**src/rtl/fetch_ctrl_pkg.sv**
```systemverilog
// Shared core definitions: run-state encoding, word width and the IF/ID register layout.
package core_pkg;
    localparam int WORD_W = 32;
    localparam logic [WORD_W-1:0] HALT_WORD_DEF = 32'h0000_000C;

    typedef enum logic [1:0] {
        ST_IDLE   = 2'd0,
        ST_RUN    = 2'd1,
        ST_HALTED = 2'd2,
        ST_FAULT  = 2'd3
    } run_state_e;

    typedef struct packed {
        logic              valid;
        logic [WORD_W-1:0] instr;
        logic [WORD_W-1:0] pc_plus4;
    } ifid_t;
endpackage

```
**src/rtl/fetch_ctrl_if.sv**
```systemverilog
// Fetch-side bus: instruction memory port, hazard/redirect inputs and IF/ID outputs.
interface fetch_ctrl_if;
    import core_pkg::*;

    logic [WORD_W-1:0] imem_addr;
    logic [WORD_W-1:0] imem_rdata;
    logic              stall;
    logic              redirect_valid;
    logic [WORD_W-1:0] redirect_pc;
    logic              ifid_valid;
    logic [WORD_W-1:0] ifid_instr;
    logic [WORD_W-1:0] ifid_pc_plus4;

    modport master (
        output imem_addr, ifid_valid, ifid_instr, ifid_pc_plus4,
        input  imem_rdata, stall, redirect_valid, redirect_pc
    );

    modport slave (
        input  imem_addr, ifid_valid, ifid_instr, ifid_pc_plus4,
        output imem_rdata, stall, redirect_valid, redirect_pc
    );
endinterface

```
**src/rtl/fetch_ctrl_pc_check.sv**
```systemverilog
// Combinational PC sanity check: flags misaligned or out-of-memory byte addresses.
module pc_check
    import core_pkg::*;
#(
    parameter int IMEM_WORDS = 1024
) (
    input  logic [WORD_W-1:0] pc,
    output logic              bad
);
    assign bad = (pc[1:0] != 2'b00) || ((pc >> 2) >= WORD_W'(IMEM_WORDS));
endmodule

```
**src/rtl/fetch_ctrl.sv**
```systemverilog
// Instruction-fetch sequencer: owns the PC, loads IF/ID and runs start/stop control.
//   state  | meaning
//   IDLE   | out of reset, waiting for start
//   RUN    | fetching one word per unstalled cycle
//   HALTED | stopped by halt_req or a syscall word; start resumes at held pc
//   FAULT  | bad pc or redirect target; left only through rst_n
module fetch_ctrl
    import core_pkg::*;
#(
    parameter logic [WORD_W-1:0] RESET_PC   = 32'h0000_0000,
    parameter int                IMEM_WORDS = 1024,
    parameter logic [WORD_W-1:0] HALT_WORD  = HALT_WORD_DEF
) (
    input  logic               clk,
    input  logic               rst_n,
    input  logic               start,
    input  logic               halt_req,
    fetch_ctrl_if.master       bus,
    output logic [1:0]         state,
    output logic               fault,
    output logic [WORD_W-1:0]  fetch_count
);
    run_state_e        state_q, state_d;
    logic [WORD_W-1:0] pc_q, pc_d;
    ifid_t             ifid_q, ifid_d;
    logic              fault_q, fault_d;
    logic [WORD_W-1:0] count_q, count_d;
    logic [WORD_W-1:0] pc_plus4;
    logic              pc_bad, tgt_bad;

    pc_check #(.IMEM_WORDS(IMEM_WORDS)) u_chk_pc (
        .pc  (pc_q),
        .bad (pc_bad)
    );

    pc_check #(.IMEM_WORDS(IMEM_WORDS)) u_chk_tgt (
        .pc  (bus.redirect_pc),
        .bad (tgt_bad)
    );

    assign pc_plus4 = pc_q + WORD_W'(4);

    always_comb begin
        state_d = state_q;
        pc_d    = pc_q;
        ifid_d  = ifid_q;
        fault_d = fault_q;
        count_d = count_q;
        case (state_q)
            ST_IDLE: begin
                if (start) begin
                    state_d = ST_RUN;
                    pc_d    = RESET_PC;
                end
            end
            ST_RUN: begin
                if (pc_bad || (bus.redirect_valid && tgt_bad)) begin
                    state_d      = ST_FAULT;
                    fault_d      = 1'b1;
                    ifid_d.valid = 1'b0;
                end else if (halt_req) begin
                    state_d      = ST_HALTED;
                    ifid_d.valid = 1'b0;
                end else if (bus.redirect_valid) begin
                    // Redirect wins over stall: the wrong-path word is flushed as a bubble.
                    pc_d         = bus.redirect_pc;
                    ifid_d.valid = 1'b0;
                end else if (!bus.stall) begin
                    ifid_d  = '{valid: 1'b1, instr: bus.imem_rdata, pc_plus4: pc_plus4};
                    pc_d    = pc_plus4;
                    count_d = count_q + WORD_W'(1);
                    if (bus.imem_rdata == HALT_WORD) state_d = ST_HALTED;
                end
            end
            ST_HALTED: begin
                ifid_d.valid = 1'b0;
                if (start && !halt_req) state_d = ST_RUN;
            end
            default: begin
                state_d = state_q;
            end
        endcase
    end

    always_ff @(posedge clk or negedge rst_n) begin
        if (!rst_n) begin
            state_q <= ST_IDLE;
            pc_q    <= RESET_PC;
            ifid_q  <= '0;
            fault_q <= 1'b0;
            count_q <= '0;
        end else begin
            state_q <= state_d;
            pc_q    <= pc_d;
            ifid_q  <= ifid_d;
            fault_q <= fault_d;
            count_q <= count_d;
        end
    end

    assign bus.imem_addr     = pc_q;
    assign bus.ifid_valid    = ifid_q.valid;
    assign bus.ifid_instr    = ifid_q.instr;
    assign bus.ifid_pc_plus4 = ifid_q.pc_plus4;
    assign state             = state_q;
    assign fault             = fault_q;
    assign fetch_count       = count_q;
endmodule
```
**src/flat_wrapper.sv**
```systemverilog
// flat-port wrapper written by rule: the top's interface ports become plain ports
module fetch_ctrl_flat import core_pkg::*;
#(
    parameter logic [WORD_W-1:0] RESET_PC   = 32'h0000_0000,
    parameter int                IMEM_WORDS = 1024,
    parameter logic [WORD_W-1:0] HALT_WORD  = HALT_WORD_DEF
)
  (clk, rst_n, start, halt_req, state, fault, fetch_count, bus_imem_addr, bus_ifid_valid, bus_ifid_instr, bus_ifid_pc_plus4, bus_imem_rdata, bus_stall, bus_redirect_valid, bus_redirect_pc);
  fetch_ctrl_if bus_i ();
  input  logic clk;
  input  logic rst_n;
  input  logic start;
  input  logic halt_req;
  output logic [1:0] state;
  output logic fault;
  output logic [WORD_W-1:0] fetch_count;
  output wire logic [$bits(bus_i.imem_addr)-1:0] bus_imem_addr;
  output wire logic [$bits(bus_i.ifid_valid)-1:0] bus_ifid_valid;
  output wire logic [$bits(bus_i.ifid_instr)-1:0] bus_ifid_instr;
  output wire logic [$bits(bus_i.ifid_pc_plus4)-1:0] bus_ifid_pc_plus4;
  input wire logic [$bits(bus_i.imem_rdata)-1:0] bus_imem_rdata;
  input wire logic [$bits(bus_i.stall)-1:0] bus_stall;
  input wire logic [$bits(bus_i.redirect_valid)-1:0] bus_redirect_valid;
  input wire logic [$bits(bus_i.redirect_pc)-1:0] bus_redirect_pc;
  assign bus_imem_addr = bus_i.imem_addr;
  assign bus_ifid_valid = bus_i.ifid_valid;
  assign bus_ifid_instr = bus_i.ifid_instr;
  assign bus_ifid_pc_plus4 = bus_i.ifid_pc_plus4;
  assign bus_i.imem_rdata = bus_imem_rdata;
  assign bus_i.stall = bus_stall;
  assign bus_i.redirect_valid = bus_redirect_valid;
  assign bus_i.redirect_pc = bus_redirect_pc;
  fetch_ctrl #(.RESET_PC(RESET_PC), .IMEM_WORDS(IMEM_WORDS), .HALT_WORD(HALT_WORD)) u_core (.clk(clk), .rst_n(rst_n), .start(start), .halt_req(halt_req), .bus(bus_i), .state(state), .fault(fault), .fetch_count(fetch_count));
endmodule
```
**config.mk**
```make
export PLATFORM = sky130hd
export DESIGN_NAME = fetch_ctrl_flat
export DESIGN_NICKNAME = d
export VERILOG_FILES = /design/src/rtl/fetch_ctrl_pkg.sv /design/src/rtl/fetch_ctrl_if.sv /design/src/rtl/fetch_ctrl_pc_check.sv /design/src/rtl/fetch_ctrl.sv /design/src/flat_wrapper.sv
export SDC_FILE = /design/constraint.sdc
export NUM_CORES = 1
export LEC_CHECK = 0
export ABC_AREA = 1
export CORE_ASPECT_RATIO = 0.8
export CORE_MARGIN = 4
export CORE_UTILIZATION = 30
export CTS_CLUSTER_DIAMETER = 60
export DETAILED_ROUTE_END_ITERATION = 8
export GPL_TIMING_DRIVEN = 0
export PLACE_DENSITY = 0.55
export SLEW_MARGIN = 20
export SYNTH_ARGS = -nofsm -noshare
export SYNTH_HDL_FRONTEND = slang
export SYNTH_HIERARCHICAL = 1
export SYNTH_SLANG_ARGS = --single-unit
```
**constraint.sdc**
```tcl
create_clock -name clk -period 2.23 [get_ports clk]
set_input_delay 0.3345 -clock clk [delete_from_list [all_inputs] [get_ports clk]]
set_output_delay 0.3345 -clock clk [all_outputs]
set_load 0.05 [all_outputs]
```
# Word level (Yosys, flattened, before mapping)
# Index checks and enable logic that the tools add are counted.
[word_totals] reg_bits=132 out_inout_bits=132 wordCells=63
[classes] n_addsub=2 magnitude_cmp=2 eq_ne=12 muxes=19 bitwise_logic=4 n_reduce_logical=17
[ops] operator="32-bit 2-to-1 mux" n=5
[ops] operator="65-bit 2-to-1 mux" n=1
[ops] operator="32-bit case mux with 2 select lines" n=1
[ops] operator="30-bit by 11-bit >= comparator with 1-bit output, second input constant" n=2
[ops] operator="32-bit by 1-bit adder with 32-bit output, second input constant" n=1
[ops] operator="32-bit by 3-bit adder with 32-bit output, second input constant" n=1
[ops] operator="32-bit by 4-bit == test with 1-bit output, second input constant" n=1
[ops] operator="2-bit 2-to-1 mux" n=7
[ops] operator="5-bit AND reduction" n=2
[ops] operator="4-bit by 3-bit inequality test with 1-bit output, second input constant" n=2
[ops] operator="2-bit nonzero test" n=4
[ops] operator="2-bit inequality test, second input constant" n=3
[ops] operator="2-bit case mux with 3 select lines" n=1
[ops] operator="6-bit AND reduction" n=1
[ops] operator="5-bit by 4-bit inequality test with 1-bit output, second input constant" n=1
[ops] operator="4-bit by 2-bit inequality test with 1-bit output, second input constant" n=1
[ops] operator="1-bit NOT" n=4
[ops] operator="2-bit AND reduction" n=2
[ops] operator="1-bit logical OR" n=3
[ops] operator="1-bit 2-to-1 mux" n=3
[ops] operator="3-bit inequality test, second input constant" n=1
[ops] operator="3-bit nonzero test" n=1
[ops] operator="2-bit by 1-bit == test with 1-bit output, second input constant" n=1
[ops] operator="2-bit == test, second input constant" n=1
[ops] operator="other kinds (5)" n=6

# Longest topological paths before layout
# Gate-level depths: netlist (run 1).
[logic_depth] ltp_word=7 mapped_depth=13 depth_no_buf=12

# Hierarchy
# Netlist (run 1), hierarchy kept.
[by_module_without_submodules] module="fetch_ctrl" instances=1 cells_per_inst=961 area_per_inst_um2=7013.0 seq_area_each_um2=3303.2
[by_module_without_submodules] module="pc_check" instances=2 cells_per_inst=20 area_per_inst_um2=78.8 seq_area_each_um2=0.0

# Least setup slack after synthesis (run 1)
# No wires, ideal clock.
[synth_path] kind="flip-flop to flip-flop" start="reg u_core.pc_q[12] (netlist: u_core/bus.imem_addr[12])" end="reg u_core.pc_q[26] (netlist: u_core/bus.imem_addr[26])" setup_ps=118 arrival_time_ps=1963 t_required_ps=2112 slack_ps=149 path_stages_with_launch=13 synth_period_minus_slack_ps=2081 cell_sequence="dfrtp_1 -> or2_0 -> nor2_1 -> nand3_1 -> a21o_1 -> nand2_1 -> nand2_1 -> nor2_4 -> inv_2 -> buf_4 -> buf_6 -> nand2_1 -> nand2_1"
[synth_via] word_cells_on_any_way=11 classes_between="add/sub: 1; order compare: 1; eq/ne: 1; mux: 5; reduce/logical: 3"
[synth_rtl] item="start, declared" line="fetch_ctrl.sv:24" source="logic [WORD_W-1:0] pc_q, pc_d;"
[synth_rtl] item="start signal, assigned" line="fetch_ctrl.sv:94" source="pc_q <= pc_d;"
[synth_rtl] item="30-bit by 11-bit >= comparator with 1-bit output" line="fetch_ctrl_pc_check.sv:10" source="assign bad = (pc[1:0] != 2'b00) || ((pc >> 2) >= WORD_W'(IMEM_WORDS));"
[synth_rtl] item="1-bit logical OR" line="fetch_ctrl_pc_check.sv:10"
[synth_rtl] item="named net u_core.pc_bad" line="fetch_ctrl.sv:29" source="logic pc_bad, tgt_bad;"
[synth_rtl] item="1-bit logical OR" line="fetch_ctrl.sv:57" source="if (pc_bad || (bus.redirect_valid && tgt_bad)) begin"
[synth_rtl] item="2-bit inequality test (no source line)"
[synth_rtl] item="5-bit AND reduction (no source line)"
# The timed path passes the listed nets, and every way through them passes these cells. The select of a mux whose other input is x is not followed.
# A chain may end at the register's enable or synchronous reset.

# Worst setup path in the final report (run 1)
[layout_path] start="reg u_core.pc_q[1] (netlist: u_core/bus.imem_addr[1])" end="out bus_imem_addr[1]"
[layout_rtl] item="end, declared" line="flat_wrapper.sv:17" source="output wire logic [$bits(bus_i.imem_addr)-1:0] bus_imem_addr;"
# No word-level cell between the ends.

==> results.txt, run 1 <==
Longest Clk Path Bufs -> 2
Total core area -> 23,460 um^2
Fill cells -> 2,420
Num CTS Buffers -> 17
Fin crit share -> 96.36%
Post-place setup slack -> -346.8 ps
Final Util -> 44.09%
Achievable frequency -> 465.4 MHz
Vias in the first global route -> 6,775
Final weighted congestion in routability-driven placement -> 0.8672
Pwr Density -> 1278 nW/um^2
Remaining DRCs -> 0
Die Wd -> 180.9 um
Per-cell routed wire length -> 16.23 um
Hold slack -> 407.1 ps
Worst Max-Slew Pin Slew -> 628.1 ps
Peak VDD IR -> 0.7495 mV
Clk network pwr share -> 20.5%
Pint -> 6.932 mW
Max-slew headroom -> 58.13%
Via count -> 7,185
Setup violations, final -> 0
Net switching power -> 6.289 mW
Status -> finished clean
Detailed Route WL -> 25,420 um
Die area -> 26,450 um^2
Area grow syn2layout -> 44.25%
Syn_area_per_cell -> 7.163 um^2
Final HPWL DP -> 19,050 um
Global Route Usage Sum -> 18.75%
Worst Path Arrival -> 1810 ps
Clock sink total -> 132
Comb power frac -> 50.2%
Largest stage delay on the critical path -> 840 ps
Setup Skew -> 10.12 ps
Sw Share -> 47.57%
Flop pwr share -> 29.3%
Initial antenna violation count -> 0
DR iter-0 viols -> 450
Most common cell after layout, fill and taps aside -> nand2_1
CP top delay family -> buffers and inverters
Synth Cell Area -> 7171 um^2
Layout cells sized above 1 -> 8.692%
Yosys reg bits -> 132
DRT antenna net count -> 0
Die height -> 146.3 um
Post-synthesis sequential area ratio -> 46.07%
Antenna fix cells -> 0
Vias/cell -> 4.588
H-tree levels -> 4
Initial Utilization -> 30.57%
Crit Path Class -> reg -> out
CTS tree -> yes
CP cell instances -> buf_4 -> clkdlybuf4s50_1
Worst-Skew Late Latency -> 420 ps
Yosys cell types -> 34
Critical path's slowest cell -> clkdlybuf4s50_1
Final hold vios -> 0
Pin count of the biggest net entering global routing -> 84
Row count -> 50
Worst-path fanout max -> 4
Clk root buf -> clkbuf_16
Number of I/O pins -> 202
Final period demand of the worst path -> 2149 ps
Cells after synthesis -> 1,001
WP data required -> 1900 ps
Port Buffers -> 201
Synth Net Count -> 1,073
Total grt overflow -> 0
Max_cap viols -> 0
# nets final -> 1,313
CP endpoint kind -> primary output
Global-route wire length before repair -> 38,900 um
Setup ws final -> 81.20 ps
DR pass1 iterations -> 7
Commonest non-fill, non-tap cells in the layout -> nand2_1 (386), clkdlybuf4s50_1 (200), nor2_1 (182)
Clk slew on worst S/H paths -> 60 ps
Crit path buffers/inverters -> 2
Crit path launch type -> register
Pleak -> 4.783 nW
Synth warnings -> 6
Max-slew violation count -> 0
Hold WC Path Type -> in -> async
-- synth_stat cells --
master    count  area (um^2)
nand2_1     386         1449
nor2_1      185        694.4
dfrtp_1     132         3303
inv_1        75        281.5
nand3_1      44        220.2
o21ai_0      39        195.2
xor2_1       24        210.2
a31oi_1      13        81.33
nand3b_1     12        90.09
xnor2_1      12        105.1
buf_2        10        50.05
clkbuf_1      9        33.78
nor3_1        9        45.04
nor2_4        6        67.56
buf_6         5        56.30
nand4_1       5        31.28
buf_4         4        30.03
nand2_2       4        25.02
o21ai_1       4        20.02
inv_2         3        11.26
nor2_2        3        18.77
a21oi_1       2        10.01
ha_1          2        25.02
o211ai_1      2        15.01
or2_0         2        12.51
a21o_1        1        7.510
and2_1        1        6.260
buf_1         1        3.750
clkinv_2      1        5.000
mux2i_1       1        10.01
nand2_4       1        11.26
nand3_4       1        17.52
nor2_8        1        20.02
o31ai_1       1        7.510
-- registers in the layout (all words and copies together), names as in the netlist --
register and cells:
u_core/bus.ifid_valid 1, u_core/fault 1, u_core/fetch_count 32, u_core/state 2, u_core/bus.ifid_instr 32, u_core/bus.imem_addr 32, u_core/bus.ifid_pc_plus4 32
-- final cells by class --
type / instances / area, um^2 / area share [%]
buffer: 29 / 177.7 / 1.718
tap: 312 / 390.4 / 3.774
inverter: 79 / 297.8 / 2.879
clock buffer: 19 / 432.9 / 4.185
timing repair buffer: 221 / 2190 / 21.17
sequential: 132 / 3322 / 32.12
multi-input combinational: 761 / 3408 / 32.95
clock inverter: 13 / 125.1 / 1.210
-- final timing paths --
check / start / slack, ps / depth (start not counted) / endpoint
worst min-delay path: rst_n / 410 / 2 / u_core/fetch_count[11]$_DFFE_PN0P_
worst min register to register: u_core/fault$_DFFE_PN0P_ / 460 / 2 / u_core/fault$_DFFE_PN0P_
worst max-delay path: u_core/bus.imem_addr[1]$_DFFE_PN0P_ / 80 / 2 / bus_imem_addr[1]
worst max register to register: u_core/bus.imem_addr[17]$_DFFE_PN0P_ / 130 / 13 / u_core/bus.imem_addr[21]$_DFFE_PN0P_
max in group asynchronous: rst_n / 1010 / 3 / u_core/bus.imem_addr[21]$_DFFE_PN0P_
min in group clk: u_core/fault$_DFFE_PN0P_ / 460 / 2 / u_core/fault$_DFFE_PN0P_
-- stage by stage --
step	instance area [um^2]	instances	TNS, ps	power, mW
after floorplan	7171	1001	0	7.862
after global placement	9573	1514	-654490	10.26
after detailed placement	9605	1515	-9213	10.29
after CTS	10190	1550	0	13.08
after global routing	10340	1566	-10.50	13.90
final	10340	1566	0	13.22
-- routing by layer --
metal	up-vias	GRT usage (%)	routed length, um
met1	3326	27.43	12500
met4	0	4.837	221
met2	248	27.54	10840
li1	3593	-	-
met3	18	4.956	1847
met5	-	0	0
-- logic make-up after synthesis --
group,after synthesis,share of synthesized area [%]
compound gates,62,4.694
flops,132,46.07
simple gates,660,37.78
fa+ha+maj,2,0.3489
buf+inv,108,6.578
xor+xnor,36,4.397
mux,1,0.1396
-- what timing repair did --
item | CTS | global route
hold endpoints to repair | 49 | 0
hold buffers | 1 | 0
endpoints found under the setup margin | 19 | 73
cloned | 0 | 0
resized for setup | 2 | 20
setup buffers | 2 | 16
pin swaps | 1 | 1
-- power by group through the flow --
stage	clock [mW]	combinational (mW)	sequential [mW]
2_1_floorplan	0	1.62	6.25
5_1_grt	2.87	7.03	4.00
4_1_cts	2.77	6.41	3.90
3_3_place_gp	0	6.33	3.93
6_report	2.71	6.63	3.88
3_5_place_dp	0	6.36	3.93
Power figures use the tool's default switching activity.
==> run 2: changes to the inputs <==
--- a/config.mk
+++ b/config.mk
@@ -12,7 +12,7 @@
 export CTS_CLUSTER_DIAMETER = 60
 export DETAILED_ROUTE_END_ITERATION = 8
 export GPL_TIMING_DRIVEN = 0
-export PLACE_DENSITY = 0.55
+export PLACE_DENSITY = 0.57
 export SLEW_MARGIN = 20
 export SYNTH_ARGS = -nofsm -noshare
 export SYNTH_HDL_FRONTEND = slang
==> constraint.sdc (replaced) <==
create_clock -name clk -period 1.9 [get_ports clk]
set_input_delay 0.285 -clock clk [delete_from_list [all_inputs] [get_ports clk]]
set_output_delay 0.285 -clock clk [all_outputs]
set_load 0.05 [all_outputs]
==> results.txt, run 2 (synthesis gave the netlist of run 1 again) <==
Flop pwr share -> 27.4%
Worst-Skew Late Latency -> 430 ps
Design Area, Final -> 12,080 um^2
Total grt overflow -> 0
Max-slew violation count -> 0
Worst Path Arrival -> 2400 ps
GR met1 Demand/Resource -> 28.35%
Row count -> 50
# nets final -> 1,367
Fin crit share -> 110.3%
DRT antenna net count -> 0
Pin count of the biggest net entering global routing -> 76
Pleak -> 6.430 nW
Post-place setup slack -> -640.9 ps
Die area -> 26,450 um^2
Num CTS Buffers -> 17
Clk network pwr share -> 19.5%
Peak VDD IR -> 0.7434 mV
Final HPWL DP -> 19,020 um
Clock sink total -> 132
Comb power frac -> 53.1%
Clk slew on worst S/H paths -> 70 ps
CP endpoint kind -> register
Dpl cells -> 1,515
Layout cells sized above 1 -> 26.15%
Net switching power -> 8.203 mW
CTS tree -> yes
Crit Path Class -> reg -> reg
Final period demand of the worst path -> 2096 ps
Remaining DRCs -> 0
Setup violations, final -> 122
Initial Utilization -> 30.57%
DR iter-0 viols -> 502
Vias in the first global route -> 7,245
Global-route wire length before repair -> 41,020 um
Vias/cell -> 4.767
Failing checks -> setup timing
Worst-path fanout max -> 7
Worst Max-Slew Pin Slew -> 653.7 ps
WP data required -> 2210 ps
Met3 Use GR -> 5.205%
Antenna fix cells -> 0
Gr busiest metal -> met2
Pwr Density -> 1400 nW/um^2
Hold slack -> 370.8 ps
Die Wd -> 180.9 um
Final hold vios -> 0
Total core area -> 23,460 um^2
FF-to-FF setup slack -> -200 ps
Pint -> 8.711 mW
Max-slew headroom -> 56.42%
Global Route Usage Sum -> 19.69%
Fill cells -> 2,274
Via count -> 7,722
Setup ws final -> -196.4 ps
Initial antenna violation count -> 0
DR pass1 iterations -> 5
Clk root buf -> clkbuf_16
Hold WC Path Type -> in -> async
Detailed Route WL -> 28,070 um
Crit path launch type -> register
Commonest non-fill, non-tap cells in the layout -> nand2_1 (286), nor2_1 (145), dfrtp_1 (110)
Most common cell after layout, fill and taps aside -> nand2_1
Die height -> 146.3 um
Max_cap viols -> 0
Number of I/O pins -> 202
Longest Clk Path Bufs -> 2
Layout Cells excl Fill -> 1,620
Sw Share -> 48.50%
H-tree levels -> 4
Area grow syn2layout -> 68.47%
Achievable frequency -> 477.0 MHz
Met2 Usage GRT -> 29.79%
Status -> complete, but fails checks
Dpl cell area -> 9637 um^2
Per-cell routed wire length -> 17.32 um
Port Buffers -> 201
Setup Skew -> 9.963 ps
RSZ-0062 raised after global routing -> true
Final weighted congestion in routability-driven placement -> 0.8913
run 2: layout make-up:
cell class / count / area [um^2] / area share (%)
inverter: 79 / 311.5 / 2.579
tap: 312 / 390.4 / 3.231
clock inverter: 14 / 145.1 / 1.201
sequential: 132 / 3331 / 27.57
clock buffer: 18 / 429.2 / 3.553
timing repair buffer: 277 / 2950 / 24.42
multi-input combinational: 761 / 4177 / 34.57
buffer: 27 / 346.6 / 2.869
run 2: repair_timing:
action / 4_1_cts / 5_1_grt
buffers inserted: 18 / 41
gates cloned: 6 / 12
endpoints found under the setup margin: 222 / 162
resized for setup: 211 / 281
pin swaps: 14 / 75
hold buffers: 1 / 0
endpoints found under the hold margin: 57 / 0
run 2: path summary, 6_finish.rpt:
kind | startpoint | end | cells after the start
max | u_core/bus.imem_addr[20]$_DFFE_PN0P_ | u_core/bus.imem_addr[3]$_DFFE_PN0P_ | 14
min | rst_n | u_core/fetch_count[15]$_DFFE_PN0P_ | 2
max reg2reg | u_core/bus.imem_addr[20]$_DFFE_PN0P_ | u_core/bus.imem_addr[3]$_DFFE_PN0P_ | 14
min reg2reg | u_core/fault$_DFFE_PN0P_ | u_core/fault$_DFFE_PN0P_ | 2
max in group asynchronous | rst_n | u_core/bus.imem_addr[1]$_DFFE_PN0P_ | 3
min in group clk | bus_imem_rdata[11] | u_core/bus.ifid_instr[11]$_DFFE_PN0P_ | 3
run 2: power by group through the flow:
| stage | Clock (mW) | Combinational (mW) | Sequential, mW |
|---|---|---|---|
| 3_5_place_dp | 0 | 7.48 | 4.65 |
| 5_1_grt | 3.47 | 9.47 | 4.78 |
| 2_1_floorplan | 0 | 1.91 | 7.37 |
| 4_1_cts | 3.34 | 7.96 | 4.54 |
| 6_report | 3.30 | 8.98 | 4.64 |
| 3_3_place_gp | 0 | 7.45 | 4.65 |
run 2: per-layer routing:
| metal | part of all wire [%] | vias to the layer above |
|---|---|---|
| met2 | 45 | 336 |
| li1 | - | 3714 |
| met3 | 7.6 | 20 |
| met1 | 47 | 3652 |
| met5 | 0 | - |
| met4 | 0.95 | 0 |
run 2: worst max-delay path, stage by stage, from the launching register on:
cell and delay [ps]:
dfrtp_2 460, nor2_1 120, nand2_1 100, nor2_2 120
nand3_2 140, a21o_1 200, nand2_2 70, nand2_2 70
nor2_4 170, buf_6 130, inv_4 30, buf_6 130
buf_6 130, nand2_1 50, o21ai_1 60
run 2: metrics by stage:
stage | util, % | setup TNS, ps | power, mW
5_1_grt | 51.49 | -21040 | 17.72
3_3_place_gp | 40.94 | -736960 | 12.10
4_1_cts | 45.65 | -5734 | 15.85
6_report | 51.49 | -13350 | 16.91
2_1_floorplan | - | -432.5 | 9.279
3_5_place_dp | 41.08 | -39060 | 12.13
==> run 3: changes to the inputs <==
--- a/config.mk
+++ b/config.mk
@@ -6,6 +6,7 @@
 export NUM_CORES = 1
 export LEC_CHECK = 0
 export ABC_AREA = 1
+export CAP_MARGIN = 10
 export CORE_ASPECT_RATIO = 0.8
 export CORE_MARGIN = 4
 export CORE_UTILIZATION = 30
==> results of run 3 <==
Final layout, timing and power as in run 2 (identical DEF).
